## config.mk

```make
export PLATFORM = sky130hd
export DESIGN_NAME = of_operand_stage_flat
export DESIGN_NICKNAME = d
export VERILOG_FILES = /design/src/rtl/isa_pkg.sv /design/src/rtl/of_operand_stage_if.sv /design/src/rtl/of_operand_stage_imm_gen.sv /design/src/rtl/of_operand_stage.sv /design/src/flat_wrapper.sv
export SDC_FILE = /design/constraint.sdc
export NUM_CORES = 1
export LEC_CHECK = 0
export ABC_AREA = 1
export BUFFER_PORTS_ARGS = -buffer_cell sky130_fd_sc_hd__buf_2
export CAP_MARGIN = 20
export CORE_MARGIN = 1.5
export CORE_UTILIZATION = 25
export CTS_CLUSTER_SIZE = 8
export DETAILED_ROUTE_END_ITERATION = 6
export SLEW_MARGIN = 10
export SYNTH_ARGS = -nofsm -noshare
export SYNTH_HDL_FRONTEND = slang
export SYNTH_SLANG_ARGS = --single-unit
export TNS_END_PERCENT = 1
```

## constraint.sdc

```tcl
create_clock -name clk -period 10.5 [get_ports clk]
set_input_delay 0.525 -clock clk [delete_from_list [all_inputs] [get_ports clk]]
set_output_delay 0.525 -clock clk [all_outputs]
set_load 0.03 [all_outputs]
```

## src/rtl/isa_pkg.sv

```systemverilog
// Shared ISA definitions for the 5-stage core: opcodes, field widths,
// immediate modifiers, OF/EX latch payload and operand-use decode.
package isa_pkg;
  localparam int unsigned XLEN  = 32;
  localparam int unsigned REG_W = 4;
  localparam int unsigned OPC_W = 5;

  localparam logic [OPC_W-1:0] OP_ADD  = 5'b00000;
  localparam logic [OPC_W-1:0] OP_SUB  = 5'b00001;
  localparam logic [OPC_W-1:0] OP_MUL  = 5'b00010;
  localparam logic [OPC_W-1:0] OP_DIV  = 5'b00011;
  localparam logic [OPC_W-1:0] OP_MOD  = 5'b00100;
  localparam logic [OPC_W-1:0] OP_CMP  = 5'b00101;
  localparam logic [OPC_W-1:0] OP_AND  = 5'b00110;
  localparam logic [OPC_W-1:0] OP_OR   = 5'b00111;
  localparam logic [OPC_W-1:0] OP_NOT  = 5'b01000;
  localparam logic [OPC_W-1:0] OP_MOV  = 5'b01001;
  localparam logic [OPC_W-1:0] OP_LSL  = 5'b01010;
  localparam logic [OPC_W-1:0] OP_LSR  = 5'b01011;
  localparam logic [OPC_W-1:0] OP_ASR  = 5'b01100;
  localparam logic [OPC_W-1:0] OP_NOP  = 5'b01101;
  localparam logic [OPC_W-1:0] OP_LD   = 5'b01110;
  localparam logic [OPC_W-1:0] OP_ST   = 5'b01111;
  localparam logic [OPC_W-1:0] OP_BEQ  = 5'b10000;
  localparam logic [OPC_W-1:0] OP_BGT  = 5'b10001;
  localparam logic [OPC_W-1:0] OP_B    = 5'b10010;
  localparam logic [OPC_W-1:0] OP_CALL = 5'b10011;
  localparam logic [OPC_W-1:0] OP_RET  = 5'b10100;

  localparam logic [XLEN-1:0]  NOP_IR = 32'h6800_0000;
  localparam logic [REG_W-1:0] RA_IDX = 4'd15;

  typedef enum logic [1:0] {
    IMM_SEXT = 2'b00,
    IMM_ZEXT = 2'b01,
    IMM_HIGH = 2'b10,
    IMM_RSVD = 2'b11
  } imm_mod_e;

  typedef struct packed {
    logic            valid;
    logic [XLEN-1:0] ir;
    logic [XLEN-1:0] pc;
    logic [XLEN-1:0] a;
    logic [XLEN-1:0] b;
    logic [XLEN-1:0] op2;
    logic [XLEN-1:0] branch_target;
  } of_ex_t;

  // Instructions that actually consume read port 1.
  function automatic logic reads_src1(input logic [OPC_W-1:0] opc);
    return !(opc inside {OP_NOP, OP_B, OP_BEQ, OP_BGT, OP_CALL, OP_NOT, OP_MOV});
  endfunction

  // Read port 2 is live for register-form ALU ops and for st (its rd).
  function automatic logic reads_src2(input logic [OPC_W-1:0] opc, input logic is_imm);
    if (opc == OP_ST) return 1'b1;
    return !is_imm && !(opc inside {OP_NOP, OP_B, OP_BEQ, OP_BGT, OP_CALL, OP_RET,
                                    OP_NOT, OP_MOV});
  endfunction
endpackage

```

## src/rtl/of_operand_stage_if.sv

```systemverilog
// Bundle between the OF stage and its surroundings: IF/OF inputs, register
// file read port, forwarding controls and the OF/EX latch outputs.
interface of_operand_stage_if;
  import isa_pkg::*;

  logic                 of_valid;
  logic [XLEN-1:0]      of_ir;
  logic [XLEN-1:0]      of_pc;
  logic [REG_W-1:0]     rf_rd_addr1;
  logic [REG_W-1:0]     rf_rd_addr2;
  logic [XLEN-1:0]      rf_rd_data1;
  logic [XLEN-1:0]      rf_rd_data2;
  logic [XLEN-1:0]      rw_result;
  logic                 is_RW_OF_conflict_src1;
  logic                 is_RW_OF_conflict_src2;
  logic                 branch_taken;
  logic                 of_stall;
  logic                 ex_valid;
  logic [XLEN-1:0]      ex_ir;
  logic [XLEN-1:0]      ex_pc;
  logic [XLEN-1:0]      ex_a;
  logic [XLEN-1:0]      ex_b;
  logic [XLEN-1:0]      ex_op2;
  logic [XLEN-1:0]      ex_branch_target;

  modport master (
    output of_valid, of_ir, of_pc, rf_rd_data1, rf_rd_data2, rw_result,
           is_RW_OF_conflict_src1, is_RW_OF_conflict_src2, branch_taken,
    input  rf_rd_addr1, rf_rd_addr2, of_stall, ex_valid, ex_ir, ex_pc,
           ex_a, ex_b, ex_op2, ex_branch_target
  );

  modport slave (
    input  of_valid, of_ir, of_pc, rf_rd_data1, rf_rd_data2, rw_result,
           is_RW_OF_conflict_src1, is_RW_OF_conflict_src2, branch_taken,
    output rf_rd_addr1, rf_rd_addr2, of_stall, ex_valid, ex_ir, ex_pc,
           ex_a, ex_b, ex_op2, ex_branch_target
  );
endinterface

```

## src/rtl/of_operand_stage_imm_gen.sv

```systemverilog
// Combinational immediate expansion and PC-relative branch target.
module imm_gen
  import isa_pkg::*;
(
  input  logic [26:0]     ir_lo,
  input  logic [XLEN-1:0] pc,
  output logic [XLEN-1:0] imm_c,
  output logic [XLEN-1:0] branch_target_c
);
  logic [15:0] imm16;
  assign imm16 = ir_lo[15:0];

  // Modifier 11 is reserved and decodes like plain sign extension.
  always_comb begin
    imm_c = {{16{imm16[15]}}, imm16};
    case (imm_mod_e'(ir_lo[17:16]))
      IMM_ZEXT: imm_c = {16'h0000, imm16};
      IMM_HIGH: imm_c = {imm16, 16'h0000};
      default:  imm_c = {{16{imm16[15]}}, imm16};
    endcase
  end

  assign branch_target_c = pc + {{3{ir_lo[26]}}, ir_lo, 2'b00};
endmodule

```

## src/rtl/of_operand_stage.sv

```systemverilog
// Operand-fetch stage: register read addressing, RW->OF forwarding,
// load-use interlock and the OF/EX pipeline latch.
module of_operand_stage
  import isa_pkg::*;
(
  input  logic clk,
  input  logic reset,
  of_operand_stage_if.slave bus
);
  localparam of_ex_t EX_RESET = '{valid: 1'b0, ir: NOP_IR, pc: '0, a: '0, b: '0,
                                  op2: '0, branch_target: '0};

  logic [OPC_W-1:0] opc;
  logic             is_imm;
  logic [XLEN-1:0]  imm_c;
  logic [XLEN-1:0]  branch_target_c;
  logic [XLEN-1:0]  op_a_c;
  logic [XLEN-1:0]  op_b_c;
  logic [REG_W-1:0] ld_dest;
  logic             ex_is_ld;
  logic             src_hit;
  logic             stall_c;
  of_ex_t           ex_d;
  of_ex_t           ex_q;

  assign opc    = bus.of_ir[31:27];
  assign is_imm = bus.of_ir[26];

  assign bus.rf_rd_addr1 = (opc == OP_RET) ? RA_IDX : bus.of_ir[21:18];
  assign bus.rf_rd_addr2 = (opc == OP_ST) ? bus.of_ir[25:22] : bus.of_ir[17:14];

  imm_gen u_imm_gen (
    .ir_lo           (bus.of_ir[26:0]),
    .pc              (bus.of_pc),
    .imm_c           (imm_c),
    .branch_target_c (branch_target_c)
  );

  assign op_a_c = bus.is_RW_OF_conflict_src1 ? bus.rw_result : bus.rf_rd_data1;
  assign op_b_c = bus.is_RW_OF_conflict_src2 ? bus.rw_result : bus.rf_rd_data2;

  // Load in EX whose destination is a register OF really reads: one bubble.
  assign ld_dest  = ex_q.ir[25:22];
  assign ex_is_ld = ex_q.valid && (ex_q.ir[31:27] == OP_LD);
  assign src_hit  = (reads_src1(opc) && (ld_dest == bus.rf_rd_addr1)) ||
                    (reads_src2(opc, is_imm) && (ld_dest == bus.rf_rd_addr2));
  assign stall_c  = ex_is_ld && bus.of_valid && !bus.branch_taken && src_hit;
  assign bus.of_stall = stall_c;

  always_comb begin
    ex_d               = ex_q;
    ex_d.valid         = 1'b1;
    ex_d.ir            = bus.of_ir;
    ex_d.pc            = bus.of_pc;
    ex_d.a             = op_a_c;
    ex_d.b             = op_b_c;
    ex_d.op2           = is_imm ? imm_c : op_b_c;
    ex_d.branch_target = branch_target_c;
  end

  // Bubbles only clear valid/ir; EX ignores the remaining held fields.
  always_ff @(posedge clk or posedge reset) begin
    if (reset) begin
      ex_q <= EX_RESET;
    end else if (bus.branch_taken || stall_c || !bus.of_valid) begin
      ex_q.valid <= 1'b0;
      ex_q.ir    <= NOP_IR;
    end else begin
      ex_q <= ex_d;
    end
  end

  assign bus.ex_valid         = ex_q.valid;
  assign bus.ex_ir            = ex_q.ir;
  assign bus.ex_pc            = ex_q.pc;
  assign bus.ex_a             = ex_q.a;
  assign bus.ex_b             = ex_q.b;
  assign bus.ex_op2           = ex_q.op2;
  assign bus.ex_branch_target = ex_q.branch_target;
endmodule

```

## src/flat_wrapper.sv

```systemverilog
// flat-port wrapper written by rule: the top's interface ports become plain ports
module of_operand_stage_flat import isa_pkg::*;
  (clk, reset, bus_of_valid, bus_of_ir, bus_of_pc, bus_rf_rd_data1, bus_rf_rd_data2, bus_rw_result, bus_is_RW_OF_conflict_src1, bus_is_RW_OF_conflict_src2, bus_branch_taken, bus_rf_rd_addr1, bus_rf_rd_addr2, bus_of_stall, bus_ex_valid, bus_ex_ir, bus_ex_pc, bus_ex_a, bus_ex_b, bus_ex_op2, bus_ex_branch_target);
  of_operand_stage_if bus_i ();
  input  logic clk;
  input  logic reset;
  input wire logic [$bits(bus_i.of_valid)-1:0] bus_of_valid;
  input wire logic [$bits(bus_i.of_ir)-1:0] bus_of_ir;
  input wire logic [$bits(bus_i.of_pc)-1:0] bus_of_pc;
  input wire logic [$bits(bus_i.rf_rd_data1)-1:0] bus_rf_rd_data1;
  input wire logic [$bits(bus_i.rf_rd_data2)-1:0] bus_rf_rd_data2;
  input wire logic [$bits(bus_i.rw_result)-1:0] bus_rw_result;
  input wire logic [$bits(bus_i.is_RW_OF_conflict_src1)-1:0] bus_is_RW_OF_conflict_src1;
  input wire logic [$bits(bus_i.is_RW_OF_conflict_src2)-1:0] bus_is_RW_OF_conflict_src2;
  input wire logic [$bits(bus_i.branch_taken)-1:0] bus_branch_taken;
  output wire logic [$bits(bus_i.rf_rd_addr1)-1:0] bus_rf_rd_addr1;
  output wire logic [$bits(bus_i.rf_rd_addr2)-1:0] bus_rf_rd_addr2;
  output wire logic [$bits(bus_i.of_stall)-1:0] bus_of_stall;
  output wire logic [$bits(bus_i.ex_valid)-1:0] bus_ex_valid;
  output wire logic [$bits(bus_i.ex_ir)-1:0] bus_ex_ir;
  output wire logic [$bits(bus_i.ex_pc)-1:0] bus_ex_pc;
  output wire logic [$bits(bus_i.ex_a)-1:0] bus_ex_a;
  output wire logic [$bits(bus_i.ex_b)-1:0] bus_ex_b;
  output wire logic [$bits(bus_i.ex_op2)-1:0] bus_ex_op2;
  output wire logic [$bits(bus_i.ex_branch_target)-1:0] bus_ex_branch_target;
  assign bus_i.of_valid = bus_of_valid;
  assign bus_i.of_ir = bus_of_ir;
  assign bus_i.of_pc = bus_of_pc;
  assign bus_i.rf_rd_data1 = bus_rf_rd_data1;
  assign bus_i.rf_rd_data2 = bus_rf_rd_data2;
  assign bus_i.rw_result = bus_rw_result;
  assign bus_i.is_RW_OF_conflict_src1 = bus_is_RW_OF_conflict_src1;
  assign bus_i.is_RW_OF_conflict_src2 = bus_is_RW_OF_conflict_src2;
  assign bus_i.branch_taken = bus_branch_taken;
  assign bus_rf_rd_addr1 = bus_i.rf_rd_addr1;
  assign bus_rf_rd_addr2 = bus_i.rf_rd_addr2;
  assign bus_of_stall = bus_i.of_stall;
  assign bus_ex_valid = bus_i.ex_valid;
  assign bus_ex_ir = bus_i.ex_ir;
  assign bus_ex_pc = bus_i.ex_pc;
  assign bus_ex_a = bus_i.ex_a;
  assign bus_ex_b = bus_i.ex_b;
  assign bus_ex_op2 = bus_i.ex_op2;
  assign bus_ex_branch_target = bus_i.ex_branch_target;
  of_operand_stage u_core (.clk(clk), .reset(reset), .bus(bus_i));
endmodule
```

### Word-level counts from Yosys, hierarchy flattened

Cells that the tools add are included.

* register bits after elaboration: 193
* bits of input ports: 166
* word-level logic and storage cells: 49

* add/subtract/negate cells: 1
* eq/ne operators: 14
* multiplexer cells: 10
* reductions and logical operators: 17

Operators by type and width (count)
* $mux 32: 3
* $pmux 32 s2: 1
* $mux 33: 1
* $add 32x32->32: 1
* $eq 5x4->1 const B: 5
* $eq 5x5->1 const B: 5
* $eq 4x4->1: 2
* $mux 4: 2
* $reduce_bool 8->1: 1
* $logic_and 1x1->1: 7
* $reduce_bool 7->1: 1
* $logic_not 1->1: 5
* $logic_or 1x1->1: 3
* $mux 1: 3
* $eq 2x1->1 const B: 1
* $eq 2x2->1 const B: 1

### Longest topological paths before layout

Gate-level depths: netlist of run 1.

* depth in word-level cells: 11
* gate-level depth with buffers: 16

### By module

From an unflattened synthesis of run 1, not the netlist that was laid out.

* cells, all modules: 1562
* area total of the unflattened synthesis: 11378.4 µm²

Modules (own cells, without submodules)
* of_operand_stage: instances 1, cells each 1055, area each 8874.8 µm², seq. area each 4833.4 µm²
* imm_gen: instances 1, cells each 507, area each 2503.7 µm², seq. area each 0.0 µm²

### Worst setup path before layout of run 1

Ideal clock, no wire load.

* path kind: input port to output port
* from: input port bus_of_ir[27]
* to: output port bus_of_stall
* data arrival time: 2091 ps
* slack: 7884 ps
* stages: 13
* buffers on the path: 1
* cell sequence: inv_1 nand2_1 nor2_1 nand2_2 nand2_1 nand2_1 nand2_1 nor2_1 nand3b_1 nand2_1 nand2_2 clkbuf_1 inv_1

RTL lines
* start: declaration: RTL line flat_wrapper.sv:8 `input wire logic [$bits(bus_i.of_ir)-1:0] bus_of_ir;`
* $eq 5x5->1: RTL line of_operand_stage.sv:29 `assign bus.rf_rd_addr1 = (opc == OP_RET) ? RA_IDX : bus.of_ir[21:18];`
* $mux 4: RTL line of_operand_stage.sv:29
* via bus_rf_rd_addr1[1]: RTL line flat_wrapper.sv:16 `output wire logic [$bits(bus_i.rf_rd_addr1)-1:0] bus_rf_rd_addr1;`
* $eq 4x4->1: RTL line of_operand_stage.sv:45 `assign src_hit = (reads_src1(opc) && (ld_dest == bus.rf_rd_addr1)) ||`
* $logic_and 1x1->1: RTL line of_operand_stage.sv:45
* $logic_or 1x1->1: RTL line of_operand_stage.sv:45
* $logic_and 1x1->1: RTL line of_operand_stage.sv:47 `assign stall_c = ex_is_ld && bus.of_valid && !bus.branch_taken && src_hit;`
* end: declaration: RTL line flat_wrapper.sv:18 `output wire logic [$bits(bus_i.of_stall)-1:0] bus_of_stall;`

The timed path passes the listed nets, and every way through them passes these cells.

### Worst setup path after layout of run 1

* from: register u_core.ex_q, in the netlist u_core.bus.ex_ir[30]
* to: register u_core.ex_q, in the netlist u_core.bus.ex_b[17]

* word-level cells in the longest chain between the ends: 7

RTL lines
* start: declaration: RTL line of_operand_stage.sv:24 `of_ex_t ex_q;`
* $eq 5x4->1: RTL line of_operand_stage.sv:44 `assign ex_is_ld = ex_q.valid && (ex_q.ir[31:27] == OP_LD);`
* $logic_and 1x1->1: RTL line of_operand_stage.sv:44
* $logic_and 1x1->1 (3 in series): RTL line of_operand_stage.sv:47
* $logic_or 1x1->1 (2 in series): RTL line of_operand_stage.sv:65 `end else if (bus.branch_taken || stall_c || !bus.of_valid) begin`

No other way between the ends.
A chain may end at the register's enable or synchronous reset.

==> results.toml, run 1 <==
[route]
final_wirelength_mm = 42.6
drt_pre_antenna_iters = 5
routed_wire_length_per_instance_um = 17.7
antenna_left = 0
drtIter0Drc = 924
avgViaCountPerCell = 4.62
num_vias = 11100
drc = 0

[floorplanning]
die_w_um = 212
placement_rows = 76
floorplan.initialDensity_pct = 25.4
dieHeight_um = 212
fp.dieArea_mm2 = 0.0450
num_io_pins = 368
core_mm2 = 0.0431

[run]
max_cap_violations = 0

[place]
port_buffers = 367
dp_cells = 2372
gp_congestion = 0.896
place.detailed.hpwl_mm = 32.7

[clock_network]
clk_transition_reported_paths_ps = 70
htree_levels = 4
post_cts.resized_instances = 0
clockRootBuffer = "sky130_fd_sc_hd__clkbuf_16"
clkSinkCount = 191
cts_hold_buffers = 0
post-cts-setup-buffers = 0
clock_insertion_delay_worst_skew_ps = 480
cts_inserted_buffers = 17
tritoncts = "built"
clk_path_buf_depth = 2

[synthesis]
yosys.area.top_type_share_pct = 43.0
synthesis.yosys.warnings = 0
distinct_cell_type_count_after_synthesis = 35
synth_nets = 1686
synth-edff-count = 0
mappedNetlistArea_mm2 = 0.0109
synth_area_leaders = "sky130_fd_sc_hd__dfrtp_1, sky130_fd_sc_hd__nand2_1, sky130_fd_sc_hd__nand3_1"
ys_ff_latch = 191
synth_sequential_area_ratio_pct = 43.8
ys_dominant_reg_cell = "sky130_fd_sc_hd__dfrtp_1"
synth.avg_cell_area_um2 = 7.35
post-synth-top-area-cell = "sky130_fd_sc_hd__dfrtp_1"
post_synth_inst_count = 1488
synth-async-reset-ratio_pct = 100

[critical_path]
critical_path_buf_inv_count = 1
critical_path.max_stage_delay_ps = 860
rr_startpoint = "u_core.bus.ex_ir[30]"
cpLargestDelayFamily = "simple AND/OR/NAND/NOR gates"
critical_path_peak_fanout = 100
crit_path_start_kind = "flop"
r2r_end = "u_core.bus.ex_b[17]"
cp.arrival_ps = 4210
crit_required_ps = 10930
r2r.worst_path.cells = 7
critical_path_depth = 7
worst_setup_path_endpoint = "u_core.bus.ex_b[17]"
worstSetupEndpointType = "flop"
criticalPathCategory = "flop to flop"
rrSetupSlack_ps = 6720
critical_path.cell_chain = "nand4_1, nor4_1, nand2_8, nand2_8, buf_4, nand2_1, nand2_1"
critical_path.slowest_cell = "sky130_fd_sc_hd__buf_4"
cp-startpoint = "u_core.bus.ex_ir[30]"

[global_routing]
grt.overflow.total = 0
number_of_antenna_violations_at_the_first_check_in_global_routing = 5
grt_start_max_net_pins = 121
grt_first_pass_wirelength_mm = 63.1
global_route.usage.total_pct = 18.9
via_count_of_the_first_global_routing_pass = 10600

[power]
max_rail_drop_vdd_uv = 159
totalPowerFinal_uw = 2250
p_leak_uw = 0.00780
power_switching_uw = 868
pwr_density_cell_mw_per_mm2 = 164
clockPowerShare_pct = 29.6
netSwitchingFraction_pct = 38.6
power_frac_comb_pct = 31.0
internal_power_uw = 1380
pwr-share-seq_pct = 39.4

[timing]
setup_violations = 0
timing_max_transition_violations_final = 0
tightest_slew_ps = 954
finalCriticalPeriod_ps = 3780
grt_setup_unrepaired = "false"
period_utilization_post_route_pct = 36.0
achievable-frequency_mhz = 264
slew_headroom_pct = 36.4
fin_worst_skew_ps = 8.19
hold-worst-slack_ps = 218
hold_viol = 0
fin_setup_tns_ps = 0

[layout]
insertedDiodeCount = 0
layout_commonest_cell = "sky130_fd_sc_hd__nand2_1"
area_growth_syn_to_layout_pct = 25.9
most-common-layout-cells = "sky130_fd_sc_hd__nand2_1, sky130_fd_sc_hd__buf_2, sky130_fd_sc_hd__nand3_1, sky130_fd_sc_hd__dfrtp_1, sky130_fd_sc_hd__inv_1"
post_route_cells_drive_above_1_share_pct = 24.4
post-route-util_pct = 31.9
stdcell_count = 2404
nets = 2004

[run_status]
run_status = "finished, final reports clean"

[min_path]
holdCritPathClass = "input port to async pin"
==> cell type report <==
class                           instances  area (um2)
Fill cell                            4684       29300
Clock inverter                         11         129
Clock buffer                           21         440
Timing Repair Buffer                  374        1890
Tap cell                              585         732
Sequential cell                       191        4780
Multi-Input combinational cell       1084        5260
Inverter                              138         531
==> synth_stat cells, drive strengths merged, types with 2 or more instances <==
cell      n
nand3b    2
nor3      6
o311ai   15
mux2     30
nor4      2
o21bai    4
o21ai    34
nand2   565
ha       31
dfrtp   188
xnor2     2
nand4    12
nand3   199
buf      39
clkbuf   36
o22ai    16
nor2     99
inv     137
xor2     14
a21oi    47
dfstp     3
==> power groups by stage <==
stage,combinational [uW],sequential [uW],clock [uW]
floorplan,261,1090,0
global placement,697,898,0
detailed placement,704,899,0
CTS,705,887,690
global route,760,896,717
finish,697,886,667
==> worst min path at each step <==
| stage | depth (start not counted) | end | slack (ps) | from |
|---|---|---|---|---|
| floorplan | 2 | u_core.bus.ex_ir[29] | 610 | bus_of_ir[29] |
| global placement | 2 | u_core.bus.ex_a[8] | 450 | u_core.bus.ex_a[8] |
| detailed placement | 2 | u_core.bus.ex_pc[4] | 450 | u_core.bus.ex_pc[4] |
| CTS | 3 | u_core.bus.ex_ir[29] | 220 | bus_of_ir[29] |
| global route | 3 | u_core.bus.ex_branch_target[0] | 240 | bus_of_pc[0] |
| finish | 2 | u_core.bus.ex_branch_target[1] | 220 | reset |
==> per-layer routing <==
metal | track usage (%) | vias up | share of wire [%]
met4 | 5.25 | 10 | 1.7
met1 | 23.8 | 5240 | 45
met2 | 31.6 | 398 | 47
li1 | - | 5403 | -
met3 | 5.14 | 48 | 6.6
met5 | 0 | - | 0.15
==> sequential cells by signal (all words and copies together) (netlist names) <==
| name | flops |
|---|---|
| u_core.bus.ex_valid | 1 |
| u_core.bus.ex_a | 32 |
| u_core.bus.ex_branch_target | 32 |
| u_core.bus.ex_b | 32 |
| u_core.bus.ex_pc | 30 |
| u_core.bus.ex_ir | 32 |
| u_core.bus.ex_op2 | 32 |
==> metrics by stage <==
step                setup slack, ps  area [um2]
floorplan                      4780       10900
global placement               6460       13200
detailed placement             6400       13200
CTS                            6630       13800
global route                   6340       13800
finish                         6720       13800
==> cell families after synthesis <==
| logic type | count (synthesis) | synth area share [%] |
|---|---|---|
| AO/OA/AOI/OAI | 119 | 6.31 |
| XOR/XNOR | 16 | 1.28 |
| adder cells (fa/ha/maj) | 32 | 3.73 |
| buffers and inverters | 213 | 8.38 |
| flip-flops | 191 | 43.8 |
| multiplexers | 30 | 3.09 |
| AND/OR/NAND/NOR | 887 | 33.5 |
No activity file was read; power rests on OpenSTA's default activity.
==> run 2, diff against run 1 <==
- ABC_AREA: 1 -> 0
- clock period: 10.5 -> 3.5 ns (I/O delays scaled with it)
==> run 2 against run 1 <==
  * First-iteration DRC count fell by 41%
  * Die area is 11% lower
  * Synthesized cell count down 30%
  * Clock power rose to 2.9 times the previous value
  * Register-to-register slack got worse by 5900 ps
  * Area after synthesis decreased by 11%
  * Core utilization is 2.1 points higher
  * Design area is 4.6% lower
  * Global-route usage fell by 1.7 points
  * Hold slack got worse by 190 ps
  * Combinational power rose to 2.9 times the previous value
  * Critical path type is now input port to flop
  * Critical endpoint is now u_core.bus.ex_branch_target[24]
  * Largest power group unchanged
==> results.toml, run 2 <==
[run_status]
run_status = "finished, final reports clean"

[floorplanning]
floorplan.initialDensity_pct = 25.2
die_w_um = 200
num_io_pins = 368
fp.dieArea_mm2 = 0.0401
dieHeight_um = 200
core_mm2 = 0.0386
placement_rows = 72

[synthesis]
yosys.area_share.simple_pct = 17.7
post_synth_inst_count = 1049
post-synth-top-area-cell = "sky130_fd_sc_hd__dfrtp_1"
yosys-top-cells-count = "sky130_fd_sc_hd__nand2_1, sky130_fd_sc_hd__dfrtp_1, sky130_fd_sc_hd__o21ai_0"
synth_nets = 1247
yosys-mux-area-fraction_pct = 6.82
synth-edff-count = 0
mappedNetlistArea_mm2 = 0.00973
synth.avg_cell_area_um2 = 9.27
combinational_family_with_the_most_area_after_synthesis = "simple AND/OR/NAND/NOR gates"
ys_dominant_reg_cell = "sky130_fd_sc_hd__dfrtp_1"
synth_sequential_area_ratio_pct = 49.2
synth_area_in_compound_gates_pct = 16.2
synthMostInstantiatedCell = "sky130_fd_sc_hd__nand2_1"
distinct_cell_type_count_after_synthesis = 66
yosys.area.top_type_share_pct = 48.4
synth-async-reset-ratio_pct = 100
ys_ff_latch = 191
parity_gate_share_of_the_synthesized_area_counting_xor_and_xnor_cells_pct = 2.16
synth_area_leaders = "sky130_fd_sc_hd__dfrtp_1, sky130_fd_sc_hd__nand2_1, sky130_fd_sc_hd__mux2i_1"
synthesis.yosys.warnings = 0
synth-adder-area-share_pct = 4.19

[critical_path]
critical_path.slowest_cell = "sky130_fd_sc_hd__dlygate4sd3_1"
criticalPathCategory = "input port to flop"
rr_startpoint = "u_core.bus.ex_ir[30]"
r2r.worst_path.cells = 6
rrSetupSlack_ps = 830
worstSetupEndpointType = "flop"
critical_path_buf_inv_count = 2
r2r_end = "u_core.bus.ex_b[19]"
cp.arrival_ps = 3590
cpLargestDelayFamily = "compound AO/OA/AOI/OAI gates"
crit_path_start_kind = "input port"
crit_required_ps = 3870
critical_path.max_stage_delay_ps = 550
critical_path.cell_chain = "dlygate4sd3_1, buf_2, ha_1, fa_1, a211o_1, a211oi_1, o31ai_1, a211o_1, a2111oi_0, a2111oi_0, o21ai_0"
critical_path_peak_fanout = 4

[timing]
achievable-frequency_mhz = 310
fin_setup_tns_ps = 0
period_utilization_post_route_pct = 92.1
finalCriticalPeriod_ps = 3220
timing_max_transition_violations_final = 0
setup_violations = 0
hold_viol = 0
grt_setup_unrepaired = "false"
slew_headroom_pct = 32.7
fin_worst_skew_ps = 12.4
tightest_slew_ps = 1010

[run]
max_cap_violations = 0

[route]
num_vias = 9050
drc = 0
drtIter0Drc = 544
drt_pre_antenna_iters = 5
avgViaCountPerCell = 4.61
routed_wire_length_per_instance_um = 17.7
final_wirelength_mm = 34.7
antenna_left = 0

[clock_network]
clkSinkCount = 191
clk_path_buf_depth = 2
cts_inserted_buffers = 17
post-cts-setup-buffers = 0
tritoncts = "built"
htree_levels = 4
clock_insertion_delay_worst_skew_ps = 450
clockRootBuffer = "sky130_fd_sc_hd__clkbuf_16"
clk_transition_reported_paths_ps = 80

[global_routing]
grt.overflow.total = 0
grt_start_max_net_pins = 143
grt_first_pass_wirelength_mm = 52.9
number_of_antenna_violations_at_the_first_check_in_global_routing = 0
via_count_of_the_first_global_routing_pass = 8846
global_route.usage.total_pct = 17.2

[power]
clockPowerShare_pct = 29.4
power_switching_uw = 2550
netSwitchingFraction_pct = 38.5
internal_power_uw = 4070
power_frac_comb_pct = 30.6
pwr-share-seq_pct = 40.0
max_rail_drop_vdd_uv = 327
pwr_density_cell_mw_per_mm2 = 504
p_leak_uw = 0.00673

[layout]
nets = 1630
area_growth_syn_to_layout_pct = 34.9
stdcell_count = 1963
num-fill-cells = 4075
most-common-layout-cells = "sky130_fd_sc_hd__buf_2, sky130_fd_sc_hd__nand2_1, sky130_fd_sc_hd__dfrtp_1, sky130_fd_sc_hd__o21ai_0, sky130_fd_sc_hd__mux2i_1"
layout_commonest_cell = "sky130_fd_sc_hd__buf_2"
post_route_cells_drive_above_1_share_pct = 29.4
insertedDiodeCount = 0

[place]
dp_cells = 1885
port_buffers = 367
gp_congestion = 0.916
place.detailed.hpwl_mm = 26.5

[min_path]
holdCritPathClass = "input port to flop"
hp-start = "bus_rf_rd_data1[1]"
hold-path-cell-count = 3
worst_hold_path.endpoint = "u_core.bus.ex_a[1]"
## run 2: changes by cell type after synthesis, moves of 20 or more
| cell | delta |
|---|---|
| sky130_fd_sc_hd__o21ai_0 | +77 |
| sky130_fd_sc_hd__mux2i_1 | +64 |
| sky130_fd_sc_hd__a211oi_1 | +20 |
| sky130_fd_sc_hd__nor2_1 | -42 |
| sky130_fd_sc_hd__o21ai_1 | +24 |
| sky130_fd_sc_hd__inv_1 | -126 |
| sky130_fd_sc_hd__nand3_1 | -189 |
| sky130_fd_sc_hd__and2_1 | +25 |
| sky130_fd_sc_hd__nand2_1 | -311 |
| sky130_fd_sc_hd__mux2_2 | -28 |
## run 2: layout make-up
cell class	count	area (um2)	share of cell area (%)
tap	518	648	4.94
timing repair buffer	429	2480	18.9
inverter	13	55.1	0.419
clock buffer	17	425	3.24
clock inverter	15	141	1.08
sequential	191	4780	36.4
multi-input combinational	780	4590	35.0
## run 2: worst max-delay path by stage
stage / cells past startpoint / from / slack (ps) / to
floorplan: 1 / reset / 870 / u_core.bus.ex_a[0]
global placement: 10 / bus_of_pc[2] / 340 / u_core.bus.ex_branch_target[24]
detailed placement: 10 / bus_of_pc[2] / 380 / u_core.bus.ex_branch_target[24]
CTS: 11 / bus_of_pc[2] / 290 / u_core.bus.ex_branch_target[24]
global route: 11 / bus_of_pc[2] / 60 / u_core.bus.ex_branch_target[24]
finish: 11 / bus_of_pc[2] / 280 / u_core.bus.ex_branch_target[24]
## run 2: worst register-to-register path, cell delays in order (launching register included)
cell and delay, ps:
sky130_fd_sc_hd__dfstp_2 540, sky130_fd_sc_hd__nand4b_1 110, sky130_fd_sc_hd__or4_1 460, sky130_fd_sc_hd__a221oi_1 310
sky130_fd_sc_hd__a21o_4 400, sky130_fd_sc_hd__buf_12 450, sky130_fd_sc_hd__o21ai_0 270
## run 2: power by group through the flow
stage / Clock, uW / Sequential, uW / Combinational (uW)
2_1_floorplan: 0 / 3270 / 673
3_3_place_gp: 0 / 2670 / 1980
3_5_place_dp: 0 / 2690 / 2000
4_1_cts: 2020 / 2650 / 2040
5_1_grt: 2090 / 2690 / 2180
6_report: 1950 / 2650 / 2020
## run 2: logic make-up after synthesis
kind of cell | after synthesis
flops | 191
mux | 66
simple gates | 394
xor+xnor | 24
fa+ha+maj | 32
compound gates | 264
buf+inv | 78
## run 2: layer usage
layer  wire length (um)  global-route usage, %
met1              16100                   22.9
met2              15800                   27.2
met3               1910                   4.31
met4                894                   5.67
met5                  0                      0
## run 2: metrics by stage
stage	area (um2)	setup slack (ps)	hold WS (ps)	power, uW	utilization [%]
6_report	13100	278	25.7	6620	34.0
4_1_cts	13100	295	1.19	6700	34.0
5_1_grt	13100	64.6	13.7	6960	34.0
3_5_place_dp	12100	380	135	4680	31.4
3_3_place_gp	12100	343	127	4660	31.4
2_1_floorplan	9730	865	280	3940	-
## run 2: repair_timing
| item | CTS | global route |
|---|---|---|
| resized for setup | 0 | 0 |
| endpoints found under the hold margin | 48 | 0 |
| hold buffers | 46 | 0 |
